File: src/rtl/pdp8_pkg.sv
// Shared PDP-8 fetch/decode types: opcode structs, opcode and op7 code constants, FSM states.
// Optional auto-index support is selected in the decoder with PDP8_AUTO_INDEX_EN.
package pdp8_pkg;

   localparam int ADDR_WIDTH = 12;
   localparam int DATA_WIDTH = 12;

   // Memory-reference opcodes live in IR[11:9]
   localparam logic [2:0] OPC_AND = 3'o0;
   localparam logic [2:0] OPC_TAD = 3'o1;
   localparam logic [2:0] OPC_ISZ = 3'o2;
   localparam logic [2:0] OPC_DCA = 3'o3;
   localparam logic [2:0] OPC_JMS = 3'o4;
   localparam logic [2:0] OPC_JMP = 3'o5;
   localparam logic [2:0] OPC_IOT = 3'o6;
   localparam logic [2:0] OPC_OP7 = 3'o7;

   localparam logic [DATA_WIDTH-1:0] OP7_NOP     = 12'o7000;
   localparam logic [DATA_WIDTH-1:0] OP7_IAC     = 12'o7001;
   localparam logic [DATA_WIDTH-1:0] OP7_RAL     = 12'o7004;
   localparam logic [DATA_WIDTH-1:0] OP7_RTL     = 12'o7006;
   localparam logic [DATA_WIDTH-1:0] OP7_RAR     = 12'o7010;
   localparam logic [DATA_WIDTH-1:0] OP7_RTR     = 12'o7012;
   localparam logic [DATA_WIDTH-1:0] OP7_CML     = 12'o7020;
   localparam logic [DATA_WIDTH-1:0] OP7_CMA     = 12'o7040;
   localparam logic [DATA_WIDTH-1:0] OP7_CIA     = 12'o7041;
   localparam logic [DATA_WIDTH-1:0] OP7_CLL     = 12'o7100;
   localparam logic [DATA_WIDTH-1:0] OP7_CLA1    = 12'o7200;
   localparam logic [DATA_WIDTH-1:0] OP7_CLA_CLL = 12'o7300;
   localparam logic [DATA_WIDTH-1:0] OP7_HLT     = 12'o7402;
   localparam logic [DATA_WIDTH-1:0] OP7_OSR     = 12'o7404;
   localparam logic [DATA_WIDTH-1:0] OP7_SKP     = 12'o7410;
   localparam logic [DATA_WIDTH-1:0] OP7_SNL     = 12'o7420;
   localparam logic [DATA_WIDTH-1:0] OP7_SZL     = 12'o7430;
   localparam logic [DATA_WIDTH-1:0] OP7_SZA     = 12'o7440;
   localparam logic [DATA_WIDTH-1:0] OP7_SNA     = 12'o7450;
   localparam logic [DATA_WIDTH-1:0] OP7_SMA     = 12'o7500;
   localparam logic [DATA_WIDTH-1:0] OP7_SPA     = 12'o7510;
   localparam logic [DATA_WIDTH-1:0] OP7_CLA2    = 12'o7600;

   typedef struct packed {
      logic AND;
      logic TAD;
      logic ISZ;
      logic DCA;
      logic JMS;
      logic JMP;
      logic [ADDR_WIDTH-1:0] mem_inst_addr;
   } pdp_mem_opcode_s;

   typedef struct packed {
      logic NOP;
      logic IAC;
      logic RAL;
      logic RTL;
      logic RAR;
      logic RTR;
      logic CML;
      logic CMA;
      logic CIA;
      logic CLL;
      logic CLA1;
      logic CLA_CLL;
      logic HLT;
      logic OSR;
      logic SKP;
      logic SNL;
      logic SZL;
      logic SZA;
      logic SNA;
      logic SMA;
      logic SPA;
      logic CLA2;
   } pdp_op7_opcode_s;

   typedef enum logic [3:0] {
      IDLE, FETCH_REQ, FETCH_WAIT, DECODE, IND_REQ, IND_WAIT,
      AUTOINC_WR, ISSUE, WAIT_STALL, WAIT_DONE, HALT
   } state_e;

   function automatic pdp_mem_opcode_s mem_decode(input logic [2:0] opc,
                                                  input logic [ADDR_WIDTH-1:0] ea);
      pdp_mem_opcode_s d;
      d = '0;
      case (opc)
         OPC_AND: d.AND = 1'b1;
         OPC_TAD: d.TAD = 1'b1;
         OPC_ISZ: d.ISZ = 1'b1;
         OPC_DCA: d.DCA = 1'b1;
         OPC_JMS: d.JMS = 1'b1;
         OPC_JMP: d.JMP = 1'b1;
         default: d = '0;
      endcase
      d.mem_inst_addr = ea;
      return d;
   endfunction

   // Auto-index locations are 0010-0017
   function automatic logic is_auto_index(input logic [ADDR_WIDTH-1:0] addr);
      return addr[ADDR_WIDTH-1:3] == 9'o001;
   endfunction

endpackage

File: src/rtl/instr_decode_if.sv
// Instruction-fetch memory port: one-cycle read/write request pulses, read data one cycle later.
interface instr_decode_if;
   import pdp8_pkg::*;

   logic                  rd_req;
   logic [ADDR_WIDTH-1:0] rd_addr;
   logic [DATA_WIDTH-1:0] rd_data;
   logic                  wr_req;
   logic [ADDR_WIDTH-1:0] wr_addr;
   logic [DATA_WIDTH-1:0] wr_data;

   modport master (output rd_req, rd_addr, wr_req, wr_addr, wr_data, input rd_data);
   modport slave  (input rd_req, rd_addr, wr_req, wr_addr, wr_data, output rd_data);

endinterface

File: src/rtl/instr_decode_op7_decoder.sv
// Combinational op7 decode: exact octal match of the full IR, anything unmatched (incl. IOT) is NOP.
module op7_decoder
   import pdp8_pkg::*;
(
   input  logic [DATA_WIDTH-1:0] ir,
   output pdp_op7_opcode_s       op7
);

   always_comb begin
      op7 = '0;
      case (ir)
         OP7_IAC:     op7.IAC     = 1'b1;
         OP7_RAL:     op7.RAL     = 1'b1;
         OP7_RTL:     op7.RTL     = 1'b1;
         OP7_RAR:     op7.RAR     = 1'b1;
         OP7_RTR:     op7.RTR     = 1'b1;
         OP7_CML:     op7.CML     = 1'b1;
         OP7_CMA:     op7.CMA     = 1'b1;
         OP7_CIA:     op7.CIA     = 1'b1;
         OP7_CLL:     op7.CLL     = 1'b1;
         OP7_CLA1:    op7.CLA1    = 1'b1;
         OP7_CLA_CLL: op7.CLA_CLL = 1'b1;
         OP7_HLT:     op7.HLT     = 1'b1;
         OP7_OSR:     op7.OSR     = 1'b1;
         OP7_SKP:     op7.SKP     = 1'b1;
         OP7_SNL:     op7.SNL     = 1'b1;
         OP7_SZL:     op7.SZL     = 1'b1;
         OP7_SZA:     op7.SZA     = 1'b1;
         OP7_SNA:     op7.SNA     = 1'b1;
         OP7_SMA:     op7.SMA     = 1'b1;
         OP7_SPA:     op7.SPA     = 1'b1;
         OP7_CLA2:    op7.CLA2    = 1'b1;
         default:     op7.NOP     = 1'b1;
      endcase
   end

endmodule

File: src/rtl/instr_decode.sv
// PDP-8 fetch/decode stage: fetches at PC, resolves the effective address and holds one-hot opcodes.
// Define PDP8_AUTO_INDEX_EN to enable pre-increment of pointers in 0010-0017.
module instr_decode
   import pdp8_pkg::*;
#(
   parameter logic [ADDR_WIDTH-1:0] START_ADDR = 12'o0200
)(
   input  logic                  clk,
   input  logic                  reset,
   output logic [ADDR_WIDTH-1:0] base_addr,
   output pdp_mem_opcode_s       pdp_mem_opcode,
   output pdp_op7_opcode_s       pdp_op7_opcode,
   input  logic                  stall,
   input  logic [ADDR_WIDTH-1:0] PC_value,
   instr_decode_if.master        ifu
);

   state_e                state_reg;
   logic [ADDR_WIDTH-1:0] pc_reg;
   logic [DATA_WIDTH-1:0] ir_reg;
   logic [ADDR_WIDTH-1:0] ea_reg;
   logic                  hlt_reg;
   logic                  rd_req_reg;
   logic [ADDR_WIDTH-1:0] rd_addr_reg;
   pdp_mem_opcode_s       mem_op_reg;
   pdp_op7_opcode_s       op7_op_reg;
   pdp_op7_opcode_s       op7_dec;
   logic [2:0]            opcode;
   logic [ADDR_WIDTH-1:0] ptr_addr;

   assign opcode = ir_reg[11:9];
   // Page bits come from the PC of the instruction held in IR
   assign ptr_addr = ir_reg[7] ? {pc_reg[11:7], ir_reg[6:0]} : {5'b0, ir_reg[6:0]};

   op7_decoder u_op7_decoder (
      .ir  (ir_reg),
      .op7 (op7_dec)
   );

   assign base_addr      = START_ADDR;
   assign pdp_mem_opcode = mem_op_reg;
   assign pdp_op7_opcode = op7_op_reg;
   assign ifu.rd_req     = rd_req_reg;
   assign ifu.rd_addr    = rd_addr_reg;

`ifdef PDP8_AUTO_INDEX_EN
   logic                  wr_req_reg;
   logic [ADDR_WIDTH-1:0] wr_addr_reg;
   logic [DATA_WIDTH-1:0] wr_data_reg;
   logic [DATA_WIDTH-1:0] ptr_inc;

   assign ptr_inc     = ifu.rd_data + 12'd1;
   assign ifu.wr_req  = wr_req_reg;
   assign ifu.wr_addr = wr_addr_reg;
   assign ifu.wr_data = wr_data_reg;
`else
   assign ifu.wr_req  = 1'b0;
   assign ifu.wr_addr = '0;
   assign ifu.wr_data = '0;
`endif

   always_ff @(posedge clk or posedge reset) begin
      if (reset) begin
         state_reg   <= IDLE;
         pc_reg      <= START_ADDR;
         ir_reg      <= '0;
         ea_reg      <= '0;
         hlt_reg     <= 1'b0;
         rd_req_reg  <= 1'b0;
         rd_addr_reg <= '0;
         mem_op_reg  <= '0;
         op7_op_reg  <= '0;
`ifdef PDP8_AUTO_INDEX_EN
         wr_req_reg  <= 1'b0;
         wr_addr_reg <= '0;
         wr_data_reg <= '0;
`endif
      end else begin
         // Requests are raised on entry to the request state and last exactly one cycle
         rd_req_reg <= 1'b0;
`ifdef PDP8_AUTO_INDEX_EN
         wr_req_reg <= 1'b0;
`endif
         case (state_reg)
            IDLE: begin
               rd_req_reg  <= 1'b1;
               rd_addr_reg <= pc_reg;
               state_reg   <= FETCH_REQ;
            end
            FETCH_REQ:  state_reg <= FETCH_WAIT;
            FETCH_WAIT: begin
               ir_reg    <= ifu.rd_data;
               state_reg <= DECODE;
            end
            DECODE: begin
               if (opcode < OPC_IOT && ir_reg[8]) begin
                  rd_req_reg  <= 1'b1;
                  rd_addr_reg <= ptr_addr;
                  state_reg   <= IND_REQ;
               end else begin
                  ea_reg    <= ptr_addr;
                  state_reg <= ISSUE;
               end
            end
            IND_REQ: state_reg <= IND_WAIT;
            IND_WAIT: begin
`ifdef PDP8_AUTO_INDEX_EN
               if (is_auto_index(ptr_addr)) begin
                  ea_reg      <= ptr_inc;
                  wr_req_reg  <= 1'b1;
                  wr_addr_reg <= ptr_addr;
                  wr_data_reg <= ptr_inc;
                  state_reg   <= AUTOINC_WR;
               end else begin
                  ea_reg    <= ifu.rd_data;
                  state_reg <= ISSUE;
               end
`else
               ea_reg    <= ifu.rd_data;
               state_reg <= ISSUE;
`endif
            end
`ifdef PDP8_AUTO_INDEX_EN
            AUTOINC_WR: state_reg <= ISSUE;
`endif
            ISSUE: begin
               if (opcode < OPC_IOT) begin
                  mem_op_reg <= mem_decode(opcode, ea_reg);
                  hlt_reg    <= 1'b0;
               end else begin
                  op7_op_reg <= op7_dec;
                  hlt_reg    <= op7_dec.HLT;
               end
               state_reg <= WAIT_STALL;
            end
            WAIT_STALL: begin
               if (stall) state_reg <= WAIT_DONE;
            end
            // Outputs stay valid until execute has finished with them
            WAIT_DONE: begin
               if (!stall) begin
                  mem_op_reg <= '0;
                  op7_op_reg <= '0;
                  pc_reg     <= PC_value;
                  if (hlt_reg) begin
                     state_reg <= HALT;
                  end else begin
                     rd_req_reg  <= 1'b1;
                     rd_addr_reg <= PC_value;
                     state_reg   <= FETCH_REQ;
                  end
               end
            end
            HALT:    state_reg <= HALT;
            default: state_reg <= IDLE;
         endcase
      end
   end

endmodule

File: src/flat_wrapper.sv
// flat-port wrapper written by rule: the top's interface ports become plain ports
module instr_decode_flat import pdp8_pkg::*;
#(
   parameter logic [ADDR_WIDTH-1:0] START_ADDR = 12'o0200
)
  (clk, reset, base_addr, pdp_mem_opcode, pdp_op7_opcode, stall, PC_value, ifu_rd_req, ifu_rd_addr, ifu_wr_req, ifu_wr_addr, ifu_wr_data, ifu_rd_data);
  instr_decode_if ifu_i ();
  input  logic clk;
  input  logic reset;
  output logic [ADDR_WIDTH-1:0] base_addr;
  output pdp_mem_opcode_s pdp_mem_opcode;
  output pdp_op7_opcode_s pdp_op7_opcode;
  input  logic stall;
  input  logic [ADDR_WIDTH-1:0] PC_value;
  output wire logic [$bits(ifu_i.rd_req)-1:0] ifu_rd_req;
  output wire logic [$bits(ifu_i.rd_addr)-1:0] ifu_rd_addr;
  output wire logic [$bits(ifu_i.wr_req)-1:0] ifu_wr_req;
  output wire logic [$bits(ifu_i.wr_addr)-1:0] ifu_wr_addr;
  output wire logic [$bits(ifu_i.wr_data)-1:0] ifu_wr_data;
  input wire logic [$bits(ifu_i.rd_data)-1:0] ifu_rd_data;
  assign ifu_rd_req = ifu_i.rd_req;
  assign ifu_rd_addr = ifu_i.rd_addr;
  assign ifu_wr_req = ifu_i.wr_req;
  assign ifu_wr_addr = ifu_i.wr_addr;
  assign ifu_wr_data = ifu_i.wr_data;
  assign ifu_i.rd_data = ifu_rd_data;
  instr_decode #(.START_ADDR(START_ADDR)) u_core (.clk(clk), .reset(reset), .base_addr(base_addr), .pdp_mem_opcode(pdp_mem_opcode), .pdp_op7_opcode(pdp_op7_opcode), .stall(stall), .PC_value(PC_value), .ifu(ifu_i));
endmodule
File: config.mk
export PLATFORM = sky130hd
export DESIGN_NAME = instr_decode_flat
export DESIGN_NICKNAME = d
export VERILOG_FILES = /design/src/rtl/pdp8_pkg.sv /design/src/rtl/instr_decode_if.sv /design/src/rtl/instr_decode_op7_decoder.sv /design/src/rtl/instr_decode.sv /design/src/flat_wrapper.sv
export SDC_FILE = /design/constraint.sdc
export NUM_CORES = 1
export LEC_CHECK = 0
export BUFFER_PORTS_ARGS = -buffer_cell sky130_fd_sc_hd__buf_4
export CAP_MARGIN = 20
export CORE_ASPECT_RATIO = 0.75
export CORE_MARGIN = 1
export CORE_UTILIZATION = 30
export CTS_CLUSTER_SIZE = 10
export DETAILED_ROUTE_END_ITERATION = 6
export PLACE_DENSITY = 0.58
export SLEW_MARGIN = 5
export SYNTH_ARGS = -nofsm -noshare
export SYNTH_HDL_FRONTEND = slang
export SYNTH_SLANG_ARGS = --single-unit
File: constraint.sdc
create_clock -name clk -period 5.2 [get_ports clk]
set_input_delay 1.04 -clock clk [delete_from_list [all_inputs] [get_ports clk]]
set_output_delay 1.04 -clock clk [all_outputs]
set_load 0.02 [all_outputs]
======== Yosys cells after proc, flatten, opt, wreduce, memory -nomap -nowiden ========
Index checks and enable logic that the tools add are counted.
operators by class
  mux-type cells .......................... 51
  magnitude comparators ................... 1
  reductions and logical operators ........ 13
  bitwise logic cells ..................... 1
  eq/ne operators ......................... 42
operators by type and width
  kind                  number
  $eq 12x12->1 const B  21
  $mux 12               5
  $mux 22               2
  $pmux 22 s2           1
  $pmux 4 s10           1
  $mux 18               2
  $pmux 12 s3           1
  $pmux 18 s2           1
  $mux 1                32
  $pmux 12 s2           1
  $reduce_or 21->1      1
  $eq 4x3->1 const B    3
  $eq 4x4->1 const B    3
  $mux 4                3
  $ne 2x2->1 const B    5
  $eq 4x2->1 const B    2
  $eq 3x2->1 const B    2
  $eq 3x3->1 const B    2
  $reduce_and 2->1      3
  $reduce_and 3->1      2
  $eq 4x1->1 const B    1
  $logic_not 4->1       1
  $ne 2x1->1 const B    2
  $reduce_and 4->1      1
  other kinds (9)       10
storage, ports and cells
  logic and storage cells ................. 144
  output and inout port bits .............. 90
  register bits ........................... 94
  bits of input ports ..................... 27

======== Logic depth before layout (Yosys ltp) ========
  depth in word-level cells ............... 5
  mapped depth ............................ 8
  mapped depth without buffers ............ 5

======== By module ========
From an unflattened synthesis, not the netlist that was laid out.
second synthesis, totals
  cells, all modules ...................... 435
  area, all modules ....................... 4,874.7 µm²
by module, submodules not included
  module        instances  cells each  area an instance (µm²)
  instr_decode  1          362         4,440.5
  op7_decoder   1          73          434.2

======== Worst setup path after synthesis ========
No wires, ideal clock.
  kind .................................... input port to flip-flop
  from .................................... input stall
  to ...................................... register u_core.pc_reg[10]
  stages .................................. 3
  setup slack ............................. 3.196 ns
  setup time .............................. 0.125 ns
  path buffers ............................ 1
  data arrival time ....................... 1.879 ns
  cells stage by stage .................... nor4_1 -> buf_2 -> mux2_2
on the way
  longest elaborated chain between the ends .. 2
RTL lines
  element                            RTL line             RTL
  start: declaration                 flat_wrapper.sv:13   input logic stall;
  $not 1->1 (no source line)         --
  $reduce_and 2->1 (no source line)  --
  end signal: assignment             instr_decode.sv:144  pc_reg <= PC_value;
  end: declaration                   instr_decode.sv:19   logic [ADDR_WIDTH-1:0] pc_reg;
Every way passes these cells.
A chain may end at the register's enable or synchronous reset.

======== Worst setup path after layout ========
  from .................................... register u_core.state_reg[1]
  to ...................................... register u_core.rd_addr_reg[9] (netlist: u_core.ifu.rd_addr[9])
on the way
  longest elaborated chain between the ends .. 3
  elaborated cells between the ends (all ways) .. 9
  classes of those cells .................. eq/ne: 5; mux: 1; reduce/logical: 3
RTL lines
  element                                                    RTL line             RTL
  start: declaration                                         instr_decode.sv:18   state_e state_reg;
  start signal: assignment                                   instr_decode.sv:64   state_reg <= IDLE;
  start signal: assignment                                   instr_decode.sv:88   state_reg <= FETCH_REQ;
  start signal: assignment                                   instr_decode.sv:90   FETCH_REQ: state_reg <= FETCH_WAIT;
  $eq 4x4->1, or another cell as far along                   instr_decode.sv:84   case (state_reg)
  $ne 2x2->1 (no source line), or another cell as far along  --
  $reduce_and 4->1 (no source line)                          --
  end signal: assignment                                     instr_decode.sv:87   rd_addr_reg <= pc_reg;
  end signal: assignment                                     instr_decode.sv:98   rd_addr_reg <= ptr_addr;
  end signal: assignment                                     instr_decode.sv:149  rd_addr_reg <= PC_value;
  end: declaration                                           instr_decode.sv:24   logic [ADDR_WIDTH-1:0] rd_addr_reg;
Parallel ways exist; a longest one is shown, timed or not.

==> metrics <==
outcome finished clean; xor/xnor share of the synthesized area 0.5505%; critical path required time 5420 ps; multiplexer share of the synthesized area 7.837%; net load switching power 1.449 mW; cell taking the most area after synthesis dfrtp_1; Via density 4.823; Residual DRC 0; Cell Chain, Critical Path and4bb_1 -> a21boi_4 -> nor2_2 -> o21ai_2 -> mux2_2; Total Power 3.473 mW; Leak 2.581 nW; CP delay by family, top compound AO/OA/AOI/OAI gates; ys async rst share 100.0%; antenna-violating nets left 0; Data arrival, critical path 3000 ps; Final Hold Vio Count 0; Post-Synth Simple-Gate Area 16.49%; CP startpoint kind flip-flop; PostCTS Resize Cnt 0; max reg flops 22; Post-synth EDFFs 0; Buffers & Inverters on Critical Path 0; Root Driver clkbuf_16; Rel. slew slack 47.29%; DP Wirelength 8488 um; fraction of layout cells with a size suffix above 1 25.41%; Setup violations, final 0; syn_area_per_cell 9.801 um^2; largest family of logic cells by synthesized area simple AND/OR/NAND/NOR gates; Hold Buf Count CTS 0; DRT Pass-1 Iters 4; Flop pwr share 41.2%; post-DR wirelength/cell 15.54 um; first-pass GRT wire length 19,100 um; Synth top cells by count dfrtp_1 (93), nand2_1 (80), o21ai_0 (49), buf_4 (39), mux2_2 (27); RSZ-0062 raised after global routing no; total number of vias 3,646; Setup CP Type flip-flop to flip-flop; dpl cells 738; final non-filler cell total 756; Peak VDD IR 235.6 uV; slew at the pin closest to its max-slew limit 787.7 ps; Ys Warns 0; worst-path fanout max 20; htree depth 3; Initial Util 31.05%; sequential share of the synthesized area 49.31%; Port Buffers 79; Core Box Area 15,370 um^2; Peak Freq 359.7 MHz; area growth from synthesis to layout 18.64%; Pwr Density 613.3 nW/um^2; CTS tree done; area of the multi-input gates 2052 um^2; post-synth top area share 48.75%; Worst setup EP type flip-flop; Total Nets Final 573; Adder-Cell Fraction of Synth Area 0%; row cnt 39; clock slew at reported path FFs 70 ps; CP max-delay cell dfrtp_1; Global Route Usage Sum 14.79%; CP startpoint u_core.state_reg[1]; RR Startpoint u_core.state_reg[1]; pre-CTS WS 2446 ps; clock sinks 94; Final Cycle Share 53.46%; post-synthesis register bit count 94; ANT cells 0; Tmin final 2780 ps; Cell Area, Synth 4773 um^2; prevailing post-synth register cell dfrtp_1; total congestion overflow 0; initial antenna violation count 0; combinational share of power 41.0%; largest net degree at the start of global routing 58; setup TNS 0 ps; HP Start u_core.pdp_op7_opcode[17]; min-delay worst type flip-flop to flip-flop; clock share of power 17.7%; clock latency at the later pin of the worst-skew pair 340 ps; Largest stage delay, worst path 710 ps; postcts setup bufs 0; Netlist cell types 56; Clock Path Buffers 2; P_int 2.024 mW; die area 16,420 um^2; max-cap violations 0; gpl congestion 0.8069; width of the die 147.7 um; count leader, synth dfrtp_1; clock buffer count from CTS 9; vias in the first global route 3,605; num ports 117; switch share 41.72%; largest cells by area after synthesis dfrtp_1 (49%), mux2_2 (6.4%), nand2_1 (6.3%), buf_4 (6.1%), o21ai_0 (5.1%); Layout fillers 1,565; Pins Over Slew Limit 0; Register Area 2354 um^2; Iter 0 DRT Violations 272; Worst Skew 6.308 ps; WL final 11,750 um; Compound-Gate Fraction of Synth Area 15.07%; Cells after Synth 487; Final Util 36.84%; Final WS setup 2420 ps; die height 111.2 um
worst reg2reg max path: stages (launching register included):
cell      delay [ps]
dfrtp_1          710
and4bb_1         530
a21boi_4         630
nor2_2            70
o21ai_2          300
mux2_2           420
kinds of logic (layout without fill, tap and decap cells):
family / Yosys count / count (layout)
xor+xnor: 3 / 3
simple gates: 160 / 160
mux: 34 / 34
other cells: 2 / 37
buf+inv: 87 / 116
compound gates: 107 / 107
flops: 94 / 94
final timing paths:
| check | endpoint | slack [ps] | cells past startpoint |
|---|---|---|---|
| hold reg to reg | u_core.pdp_op7_opcode[17] | 470 | 2 |
| min in group asynchronous | u_core.pdp_op7_opcode[18] | 610 | 2 |
| setup reg to reg | u_core.ifu.rd_addr[9] | 2420 | 5 |
| max in group asynchronous | u_core.pc_reg[7] | 3530 | 4 |
| hold / removal | u_core.pdp_op7_opcode[17] | 470 | 2 |
| setup / recovery | u_core.ifu.rd_addr[9] | 2420 | 5 |
cell usage in the layout (no fill, tap or decap), types with 4 or more instances in the layout:
cell type  instances
a21oi_1            6
a22o_1            14
a22oi_1            7
a31oi_1            4
a32o_1             5
buf_4             84
clkbuf_16          9
conb_1            37
dfrtp_1           93
inv_1             13
mux2_2            27
mux2i_1            7
nand2_1           80
nand2b_1           6
nand3_1            6
nand4_1            5
nor2_1            19
nor2b_1            6
nor3_1             7
nor4_1             5
o21ai_0           49
o31ai_1            5
layout make-up:
cell class                 count  area share [%]
sequential                    94           41.56
multi-input combinational    341           36.24
timing repair buffer          86           11.82
tap                          205           4.529
clock buffer                  11           4.286
inverter                      14          0.9501
clock inverter                 5          0.6186
metrics by stage:
| step | instance area [um^2] | hold WS (ps) |
|---|---|---|
| floorplan | 4905 | 496.9 |
| global placement | 5346 | 459.1 |
| detailed placement | 5346 | 458.9 |
| CTS | 5624 | 473.7 |
| global route | 5663 | 502.1 |
| finish | 5663 | 467.8 |
power groups by stage:
stage	registers (mW)	clock network, mW	logic, mW
2_1_floorplan	1.36	0	1.05
3_3_place_gp	1.42	0	1.39
3_5_place_dp	1.44	0	1.42
4_1_cts	1.43	0.636	1.43
5_1_grt	1.48	0.664	1.57
6_report	1.43	0.616	1.42
routing by layer:
layer  part of all wire [%]  track usage (%)  vias to the layer above
li1                       -                -                     1743
met1                     48            21.50                     1787
met2                     45            21.67                      106
met3                    6.1            3.745                       10
met4                   0.90            3.780                        0
met5                      0                0                        -
No activity file was read; power rests on OpenSTA's default activity.
